File: config.mk
export PLATFORM = sky130hd
export DESIGN_NAME = sdram_arbiter
export DESIGN_NICKNAME = d
export VERILOG_FILES = /design/src/rtl/sdram_arbiter.sv
export SDC_FILE = /design/constraint.sdc
export NUM_CORES = 1
export LEC_CHECK = 0
export BUFFER_PORTS_ARGS = -buffer_cell sky130_fd_sc_hd__buf_2
export CORE_MARGIN = 5
export CORE_UTILIZATION = 40
export CTS_BUF_LIST = sky130_fd_sc_hd__clkbuf_4 sky130_fd_sc_hd__clkbuf_8
export CTS_CLUSTER_DIAMETER = 60
export CTS_CLUSTER_SIZE = 8
export DETAILED_ROUTE_END_ITERATION = 6
export PLACE_DENSITY_LB_ADDON = 0.08
export SLEW_MARGIN = 30
export SYNTH_ARGS = -nofsm -noshare
export SYNTH_HDL_FRONTEND = slang
export SYNTH_SLANG_ARGS = --single-unit
File: constraint.sdc
create_clock -name clock -period 1.9 [get_ports clock]
set_input_delay 0.095 -clock clock [delete_from_list [all_inputs] [get_ports clock]]
set_output_delay 0.095 -clock clock [all_outputs]
set_load 0.05 [all_outputs]
File: src/rtl/sdram_arbiter.sv
// SDRAM command-bus arbiter: periodic auto-refresh scheduling with a postponed-refresh
// counter, exclusive non-preemptive grants to the refresh sequencer or the access engine.
`timescale 1ns/1ps
module sdram_arbiter #(
    parameter int REF_PERIOD  = 1560,
    parameter int URGENT      = 4,
    parameter int MAX_PENDING = 8
) (
    input  logic        clock,
    input  logic        reset,
    input  logic        init_done,
    input  logic        acc_req,
    output logic        acc_grant,
    input  logic        acc_end,
    input  logic [3:0]  acc_cmd,
    input  logic [12:0] acc_addr,
    input  logic [1:0]  acc_ba,
    output logic        ref_enable,
    input  logic        ref_end,
    input  logic [3:0]  ref_cmd,
    input  logic [12:0] ref_addr,
    input  logic [1:0]  ref_ba,
    output logic [12:0] dram_addr,
    output logic [1:0]  dram_ba,
    output logic        dram_cs_n,
    output logic        dram_ras_n,
    output logic        dram_cas_n,
    output logic        dram_we_n,
    output logic [3:0]  ref_pending,
    output logic        ref_overflow
);

    localparam int TW = $clog2(REF_PERIOD);
    localparam logic [TW-1:0] TIMER_LAST  = TW'(REF_PERIOD - 1);
    localparam logic [3:0]    PEND_MAX    = 4'(MAX_PENDING);
    localparam logic [3:0]    PEND_URGENT = 4'(URGENT);
    localparam logic [3:0]    CMD_NOP     = 4'b0111;

    typedef enum logic [1:0] {
        IDLE = 2'd0,
        REF  = 2'd1,
        ACC  = 2'd2
    } state_t;

    state_t        state;
    state_t        state_next;
    logic [TW-1:0] timer;
    logic          tick;
    logic          ref_done;
    logic          ref_first;
    logic [3:0]    bus_cmd;

    assign tick     = init_done && (timer == TIMER_LAST);
    assign ref_done = ref_end && (state == REF);

    always_ff @(posedge clock) begin
        if (reset || !init_done) begin
            timer <= '0;
        end else if (tick) begin
            timer <= '0;
        end else begin
            timer <= timer + 1'b1;
        end
    end

    // A tick and a completed refresh in the same cycle cancel out.
    always_ff @(posedge clock) begin
        if (reset) begin
            ref_pending  <= '0;
            ref_overflow <= 1'b0;
        end else if (tick && !ref_done) begin
            if (ref_pending == PEND_MAX) begin
                ref_overflow <= 1'b1;
            end else begin
                ref_pending <= ref_pending + 1'b1;
            end
        end else if (ref_done && !tick && (ref_pending != 4'd0)) begin
            ref_pending <= ref_pending - 1'b1;
        end
    end

    always_ff @(posedge clock) begin
        if (reset) begin
            state     <= IDLE;
            ref_first <= 1'b0;
        end else begin
            state     <= state_next;
            ref_first <= (state != REF) && (state_next == REF);
        end
    end

    // Urgent refresh outranks access; otherwise access wins over a postponable refresh.
    always_comb begin
        state_next = state;
        case (state)
            IDLE: begin
                if (init_done) begin
                    if (ref_pending >= PEND_URGENT) begin
                        state_next = REF;
                    end else if (acc_req) begin
                        state_next = ACC;
                    end else if (ref_pending != 4'd0) begin
                        state_next = REF;
                    end
                end
            end
            REF: begin
                if (ref_end) begin
                    state_next = IDLE;
                end
            end
            ACC: begin
                if (acc_end) begin
                    state_next = IDLE;
                end
            end
            default: state_next = IDLE;
        endcase
    end

    assign acc_grant  = (state == ACC);
    assign ref_enable = ref_first;

    always_comb begin
        bus_cmd   = CMD_NOP;
        dram_addr = '0;
        dram_ba   = '0;
        if (init_done && (state == REF)) begin
            bus_cmd   = ref_cmd;
            dram_addr = ref_addr;
            dram_ba   = ref_ba;
        end else if (init_done && (state == ACC)) begin
            bus_cmd   = acc_cmd;
            dram_addr = acc_addr;
            dram_ba   = acc_ba;
        end
    end

    assign {dram_cs_n, dram_ras_n, dram_cas_n, dram_we_n} = bus_cmd;

endmodule
**After elaboration in Yosys (flattened, before gate mapping)**

Cells that the tools add are included.

- Register bits after elaboration: 19
- Output and inout bits: 26

- $add $sub $neg: 3
- Order comparisons: 1
- Equality and inequality tests: 7
- Multiplexer cells: 16
- Reductions and logical operators: 18

Operators with widths:

| operator | count |
|---|---|
| $mux 13 | 2 |
| $mux 4 | 5 |
| $mux 2 | 8 |
| $add 11x1->11 const B | 1 |
| $eq 11x11->1 const B | 1 |
| $logic_and 1x1->1 | 8 |
| $pmux 2 s3 | 1 |
| $add 4x1->4 const B | 1 |
| $eq 2x1->1 const B | 2 |
| $eq 4x4->1 const B | 1 |
| $ge 4x3->1 const B | 1 |
| $reduce_and 2->1 | 2 |
| $reduce_bool 4->1 | 1 |
| $sub 4x1->4 const B | 1 |
| $logic_not 1->1 | 3 |
| $eq 2x2->1 const B | 1 |
| $logic_not 2->1 | 1 |
| $ne 2x1->1 const B | 1 |
| $ne 2x2->1 const B | 1 |
| $reduce_bool 2->1 | 1 |
| $reduce_or 2->1 | 1 |
| $logic_or 1x1->1 | 1 |

**Longest topological paths before layout**

Gate-level depths: netlist of the first run.

- Word-level depth: 8
- Mapped depth: 9
- Depth with buffers taken out: 9

**Worst setup path after synthesis of the first run**

OpenSTA, ideal clock, no wires.

- Kind: register -> register
- Start point: register timer[0]
- End point: register ref_pending[3]
- Library setup time: 0.130 ns
- Arrival: 1.896 ns
- Required time: 1.770 ns
- Slack: -0.126 ns
- Cell stages (with the launch flop): 10
- Buffers on the path: 0
- Clock period less this slack: 2.026 ns
- Path through: dfxtp_1 ha_1 and3_1 nand4_2 ha_1 a21o_1 a21oi_1 or3_1 o31a_1 a31oi_1

- Word-level cells in the longest chain between the ends: 7

Ends and longest elaborated chain:

| element | line | text |
|---|---|---|
| start, declared | 47 | `logic [TW-1:0] timer;` |
| start signal, assigned | 62 | `timer <= timer + 1'b1;` |
| $eq 11x11->1 (*) | 53 | `assign tick = init_done && (timer == TIMER_LAST);` |
| $logic_and 1x1->1 (*) | 53 |  |
| $logic_not 1->1 | 77 | `end else if (ref_done && !tick && (ref_pending != 4'd0)) begin` |
| $logic_and 1x1->1 (2 in a row) | 77 |  |
| $reduce_bool 2->1 (no line) | n/a |  |
| $reduce_and 2->1 (no line) | n/a |  |
| end signal, assigned | 75 | `ref_pending <= ref_pending + 1'b1;` |
| end signal, assigned | 78 | `ref_pending <= ref_pending - 1'b1;` |
| end, declared | 29 | `output logic [3:0] ref_pending,` |

Every way passes the cells marked *; elsewhere a longest branch is shown, timed or not.
A chain may end at the register's enable or synchronous reset.

**Worst setup path in the final report of the first run**

- Start point: register timer[8]
- End point: register ref_pending[3]

Same word-level chain as after synthesis.

==> results of run 1 <==
-- critical path: stages, from the launching register on --
cell,delay (ps)
dfxtp_2,350
nor4b_4,350
nand4_4,160
ha_4,290
a21o_1,120
a21oi_2,80
or3_1,310
o31a_1,110
a31oi_1,120
-- timing repair --
item,4_1_cts,5_1_grt
pin swaps,1,0
setup endpoints to repair,17,2
hold endpoints to repair,0,0
gates resized for setup,4,3
-- final timing paths --
kind                                 endpoint  slack (ps)  cells past startpoint
setup / recovery  ref_pending[3]$_SDFFE_PP0P_         -50                      8
hold / removal      ref_overflow$_SDFFE_PP0P_          80                      2
setup reg to reg  ref_pending[3]$_SDFFE_PP0P_         -50                      8
hold reg to reg           timer[0]$_SDFF_PP0_         420                      1
-- registers in the layout, indices dropped and copies added (netlist names) --
signal,count
state,2
ref_overflow,1
ref_pending,4
ref_enable,1
timer,11
-- cell type report --
cell class              instances  share of cell area, %
repair buffers                 82                   26.5
flip-flops and latches         19                   22.9
multi-input cells             101                   46.0
clock buffers                   4                   1.80
inverters                       2                  0.449
well taps                      31                   2.32
-- Yosys cell counts (2+ instances only) --
library cell / number / area [um2]
mux2i_1: 2 / 20.0
dfxtp_1: 19 / 380
clkbuf_1: 4 / 15.0
xnor2_1: 2 / 17.5
and3_1: 3 / 18.8
nand2_1: 3 / 11.3
o22a_1: 3 / 26.3
buf_2: 2 / 10.0
nor2b_1: 2 / 12.5
a22o_1: 16 / 140
nor2_1: 20 / 75.1
inv_1: 2 / 7.51
a31oi_1: 2 / 12.5
nand3b_1: 3 / 22.5
nor3_1: 3 / 15.0
and3b_1: 2 / 17.5
nand3_1: 9 / 45.0
xor2_1: 9 / 78.8
a21oi_1: 3 / 15.0
ha_1: 3 / 37.5
-- logic make-up after synthesis --
logic type	after synthesis	share of synthesized area (%)
buffers and inverters	9	3.16
multiplexers	4	3.93
flip-flops	19	33.2
XOR/XNOR	11	8.40
adder cells (fa/ha/maj)	4	5.02
AO/OA/AOI/OAI	28	19.4
AND/OR/NAND/NOR	54	26.9
-- power by group through the flow --
| stage | sequential (W) | combinational, W | clock [W] |
|---|---|---|---|
| finish | 0.000403 | 0.000128 | 0.000218 |
| global route | 0.000404 | 0.000139 | 0.000257 |
| CTS | 0.000403 | 0.000127 | 0.000230 |
| detailed placement | 0.000412 | 0.000127 | 0 |
| global placement | 0.000412 | 0.000125 | 0 |
| floorplan | 0.000412 | 0.0000661 | 0 |
-- metal layers --
layer / vias up / wire length [um]
met2: 58 / 1510
met3: 4 / 397
met5: - / 0
met1: 545 / 1380
li1: 630 / -
met4: 0 / 39
-- stage by stage --
| step | instances | utilization [%] | cell area, um2 | TNS, ps |
|---|---|---|---|---|
| 6_report | 239 | 60.6 | 1670 | -48.0 |
| 3_5_place_dp | 235 | 58.8 | 1620 | -33.8 |
| 4_1_cts | 239 | 60.0 | 1660 | -34.1 |
| 5_1_grt | 239 | 60.6 | 1670 | -154 |
| 3_3_place_gp | 235 | 58.8 | 1620 | 0 |
| 2_1_floorplan | 129 | - | 1170 | 0 |
==> impl_metrics.env, run 1 <==
export IMPL_use_met1_pct=19.1
export IMPL_critical_path_class="reg -> reg"
export IMPL_met2_track_demand_over_resource_pct=27.0
export IMPL_synth_seq_cells=19
export IMPL_synth_avg_cell_area_um2=8.89
export IMPL_final_critical_path_setup_slack_ps=-48.0
export IMPL_ys_warnings_count=0
export IMPL_per_cell_routed_wire_length_um=13.9
export IMPL_internal_power_w=0.000553
export IMPL_clock_buffer_count_from_cts=3
export IMPL_fp_row_count=19
export IMPL_worstMarginPinSlew_ps=438
export IMPL_worst_setup_path_start_kind="register"
export IMPL_fmaxAchievable_mhz=513
export IMPL_finalWirelength_mm=3.33
export IMPL_timing_final_crit_share_pct=103
export IMPL_mostFrequentLayoutCells="buf_2, nor2_1, dfxtp_1"
export IMPL_report_power_total_w=0.000749
export IMPL_run_status="finished with violations"
export IMPL_clk_transition_reported_paths_ps=110
export IMPL_violations_in_the_final_reports="setup timing"
export IMPL_layout_drive_gt1_share_pct=48.6
export IMPL_yosysSeqAreaShare_pct=33.2
export IMPL_grt_start_max_net_pins=17
export IMPL_final_common_cell="buf_2"
export IMPL_finalSetupViolCount=1
export IMPL_maximum_clock_path_buffer_count=2
export IMPL_critPathMaxFanout=4
export IMPL_fin_skew_ps=2.51
export IMPL_synthesis_area_um2=1150
export IMPL_synth_enable_flop_cells=0
export IMPL_htreeDepth=1
export IMPL_r2r_start="timer[8]$_SDFF_PP0_"
export IMPL_die_area_um2=4040
export IMPL_cts_hold_fix_buffers=0
export IMPL_switching_share_pct=26.1
export IMPL_num_antenna_cells=0
export IMPL_dr_vias=1237
export IMPL_global_route_peak_usage_layer="met2"
export IMPL_drtIter0Drc=51
export IMPL_slew_violations=0
export IMPL_timing_critical_path_to_type="register"
export IMPL_first_pass_iters=4
export IMPL_standard_cell_core_area_um2=2760
export IMPL_setup_worst_path_start="timer[8]$_SDFF_PP0_"
export IMPL_synthesis_nets=177
export IMPL_p_comb_share_pct=17.0
export IMPL_drc_errors=0
export IMPL_switching_power_w=0.000196
export IMPL_clk_latency_ps=290
export IMPL_synth_top_flop_cell="dfxtp_1"
export IMPL_grt_pass1_vias=1181
export IMPL_rsz0062_at_grt="yes"
export IMPL_cp_data_arrival_time_ps=2180
export IMPL_gp_congestion=0.800
export IMPL_final_nets=257
export IMPL_die_width_um=63.6
export IMPL_timing_slew_headroom_pct=70.7
export IMPL_antenna_violations_before_repair=0
export IMPL_multi_input_comb_area_um2=769
export IMPL_gr_usage_all_layers_pct=16.3
export IMPL_synth_distinct_cells=37
export IMPL_num_io_pins=70
export IMPL_seq_power_share_pct=53.9
export IMPL_cts_tree="done"
export IMPL_route_antenna_remaining_nets=0
export IMPL_tritoncts_num_sinks=19
export IMPL_cap_violations=0
export IMPL_io_buffer_count=69
export IMPL_holdWs_ps=76.5
export IMPL_cts_setup_buffers=0
export IMPL_initial_utilization_pct=41.6
export IMPL_cellLeakagePower_nw=0.804
export IMPL_worst_hold_startpoint="reset"
export IMPL_post_dp_hpwl_mm=2.70
export IMPL_pwr_density_cell_nw_per_um2=448
export IMPL_min_delay_path_class="in -> reg"
export IMPL_syn_instance_count=129
export IMPL_worstPathRequired_ps=2130
export IMPL_cts_root_buffer_cell="clkbuf_4"
export IMPL_ir_worst_vdd_mv=0.431
export IMPL_clockPowerShare_pct=29.1
export IMPL_area_growth_pct=45.7
export IMPL_via_per_instance_ratio=5.18
export IMPL_grt_pass1_wl_mm=5.42
export IMPL_footprint_of_the_flip_flops_and_latches_um2=383
export IMPL_die_h_um=63.6
export IMPL_report_final_hold_viol_count=0
export IMPL_grt_overflow_total=0
export IMPL_async_flop_share_pct=0
export IMPL_gr_usage_met3_pct=6.22
export IMPL_fillers=257
export IMPL_fin_crit_ps=1950
export IMPL_pre_cts_slack_ps=-33.8
Note: power is estimated with default switching activity, not from simulation.
==> run 2: changes to the inputs <==
==> constraint.sdc (replaced) <==
create_clock -name clock -period 1.9 [get_ports clock]
set_input_delay 0.095 -clock clock [delete_from_list [all_inputs] [get_ports clock]]
set_output_delay 0.095 -clock clock [all_outputs]
set_load 0.02 [all_outputs]
==> impl_metrics.env, run 2 (same netlist as run 1, synthesis figures left out) <==
export IMPL_worstPathRequired_ps=2130
export IMPL_via_per_instance_ratio=5.25
export IMPL_crit_family="simple AND/OR/NAND/NOR gates"
export IMPL_gr_usage_all_layers_pct=15.2
export IMPL_timing_critical_path_to_type="register"
export IMPL_crit_slowest_cell="dfxtp_2"
export IMPL_initial_utilization_pct=41.6
export IMPL_maximum_clock_path_buffer_count=2
export IMPL_final_critical_path_setup_slack_ps=-36.5
export IMPL_cts_tree="done"
export IMPL_critPathMaxFanout=4
export IMPL_cp_data_arrival_time_ps=2170
export IMPL_fin_crit_ps=1940
export IMPL_fmaxAchievable_mhz=516
export IMPL_tritoncts_num_sinks=19
export IMPL_final_nets=261
export IMPL_worst_setup_path_start_kind="register"
export IMPL_finish_cell_count_without_fillers=243
export IMPL_pwr_density_cell_nw_per_um2=425
export IMPL_num_io_pins=70
export IMPL_final_common_cell="buf_2"
export IMPL_run_status="finished with violations"
export IMPL_setup_worst_path_start="timer[6]$_SDFF_PP0_"
export IMPL_drtIter0Drc=39
export IMPL_antenna_violations_before_repair=0
export IMPL_gp_congestion=0.794
export IMPL_grt_start_max_net_pins=17
export IMPL_number_of_flip_flops_in_the_largest_register=11
export IMPL_cts_root_buffer_cell="clkbuf_4"
export IMPL_timing_slew_headroom_pct=72.0
export IMPL_grt_pass1_wl_mm=5.11
export IMPL_grt_pass1_vias=1126
export IMPL_mostFrequentLayoutCells="buf_2, nor2_1, buf_4"
export IMPL_fillers=248
export IMPL_worst_r2r_path_depth=8
export IMPL_grt_overflow_total=0
export IMPL_drc_errors=0
export IMPL_post_dp_hpwl_mm=2.73
export IMPL_buf_inv_stages_crit_path=0
export IMPL_clock_buffer_count_from_cts=3
export IMPL_finalWirelength_mm=3.33
export IMPL_report_final_hold_viol_count=0
export IMPL_timing_final_crit_share_pct=102
export IMPL_worstMarginPinSlew_ps=419
export IMPL_biggestRegsByFlops="timer (11), ref_pending (4), state (2)"
export IMPL_holdWs_ps=69.5
export IMPL_slew_violations=0
export IMPL_num_antenna_cells=0
export IMPL_dr_vias=1276
export IMPL_die_area_um2=4040
export IMPL_cellLeakagePower_nw=0.827
export IMPL_critical_path_reg2reg_endpoint="ref_pending[3]$_SDFFE_PP0P_"
export IMPL_area_growth_pct=49.1
export IMPL_htreeDepth=1
export IMPL_min_delay_path_class="in -> reg"
export IMPL_die_width_um=63.6
export IMPL_clk_transition_reported_paths_ps=110
export IMPL_path_cells="nor4b_4 > nand4_4 > ha_4 > a21o_1 > a21oi_2 > or3_1 > o31a_1 > a31oi_1"
export IMPL_top_register="timer"
export IMPL_first_pass_iters=4
export IMPL_critical_path_class="reg -> reg"
export IMPL_route_antenna_remaining_nets=0
export IMPL_die_h_um=63.6
export IMPL_finalSetupViolCount=1
export IMPL_cap_violations=0
export IMPL_multi_input_comb_area_um2=777
export IMPL_pre_cts_slack_ps=-61.1
export IMPL_summed_negative_setup_slack_over_all_endpoints_ps=-36.5
export IMPL_footprint_of_the_flip_flops_and_latches_um2=384
export IMPL_r2r_start="timer[6]$_SDFF_PP0_"
export IMPL_layout_drive_gt1_share_pct=50.5
export IMPL_per_cell_routed_wire_length_um=13.7
export IMPL_placedCellCount=237
export IMPL_worst_setup_path_endpoint="ref_pending[3]$_SDFFE_PP0P_"
export IMPL_worst_path_stages=8
export IMPL_clk_latency_ps=290
export IMPL_rsz0062_at_grt="yes"
export IMPL_setup_reg_to_reg_worst_slack_ps=-40
export IMPL_fin_skew_ps=5.08
export IMPL_slowest_delay_ps=350
export IMPL_final_core_occ_pct=62.0
export IMPL_violations_in_the_final_reports="setup timing"
export IMPL_io_buffer_count=69
export IMPL_fp_row_count=19
export IMPL_ir_worst_vdd_mv=0.383
export IMPL_standard_cell_core_area_um2=2760
-- run 2: through the flow --
step / total power (W) / cell area [um2]
final: 0.000726 / 1710
after CTS: 0.000738 / 1670
after detailed placement: 0.000516 / 1640
after global placement: 0.000514 / 1640
after floorplan: 0.000456 / 1170
after global routing: 0.000777 / 1710
-- run 2: routing by layer --
layer / vias to the layer above / global-route usage (%) / wire (um)
li1: 636 / - / -
met1: 581 / 17.9 / 1370
met2: 57 / 25.8 / 1570
met3: 2 / 4.44 / 363
met4: 0 / 5.45 / 23
met5: - / 0 / 0
-- run 2: final cells by class --
cell class                 instances  share of cell area, %
multi-input combinational        101                   45.4
timing repair buffer              86                   27.7
sequential                        19                   22.5
tap                               31                   2.27
clock buffer                       4                   1.76
inverter                           2                  0.439
-- run 2: worst reg2reg max path: stages (launching register included) --
cell,delay (ps)
dfxtp_2,350
nor4b_4,350
nand4_4,170
ha_4,290
a21o_1,110
a21oi_2,70
or3_1,310
o31a_1,110
a31oi_1,120
-- run 2: worst min path at each step --
stage / from / end / slack, ps / cells after the start
final: reset / state[0]$_SDFF_PP0_ / 70 / 2
after global routing: reset / ref_pending[3]$_SDFFE_PP0P_ / 60 / 2
after CTS: reset / ref_pending[3]$_SDFFE_PP0P_ / 60 / 2
after detailed placement: reset / ref_pending[3]$_SDFFE_PP0P_ / 390 / 2
after global placement: reset / ref_pending[3]$_SDFFE_PP0P_ / 380 / 2
after floorplan: init_done / timer[2]$_SDFF_PP0_ / 260 / 2
-- run 2: where the power goes --
| group | internal [W] | leakage [nW] | switching [W] |
|---|---|---|---|
| registers | 0.000402 | 0.155 | 0.00000196 |
| logic | 0.0000549 | 0.653 | 0.0000483 |
| clock network | 0.0000959 | 0.0184 | 0.000123 |
-- run 2: timing repair --
item | CTS | global route
hold buffers | 0 | 0
gates resized for setup | 1 | 7
pin swaps | 1 | 2
setup endpoints to repair | 17 | 9
setup buffers | 0 | 2
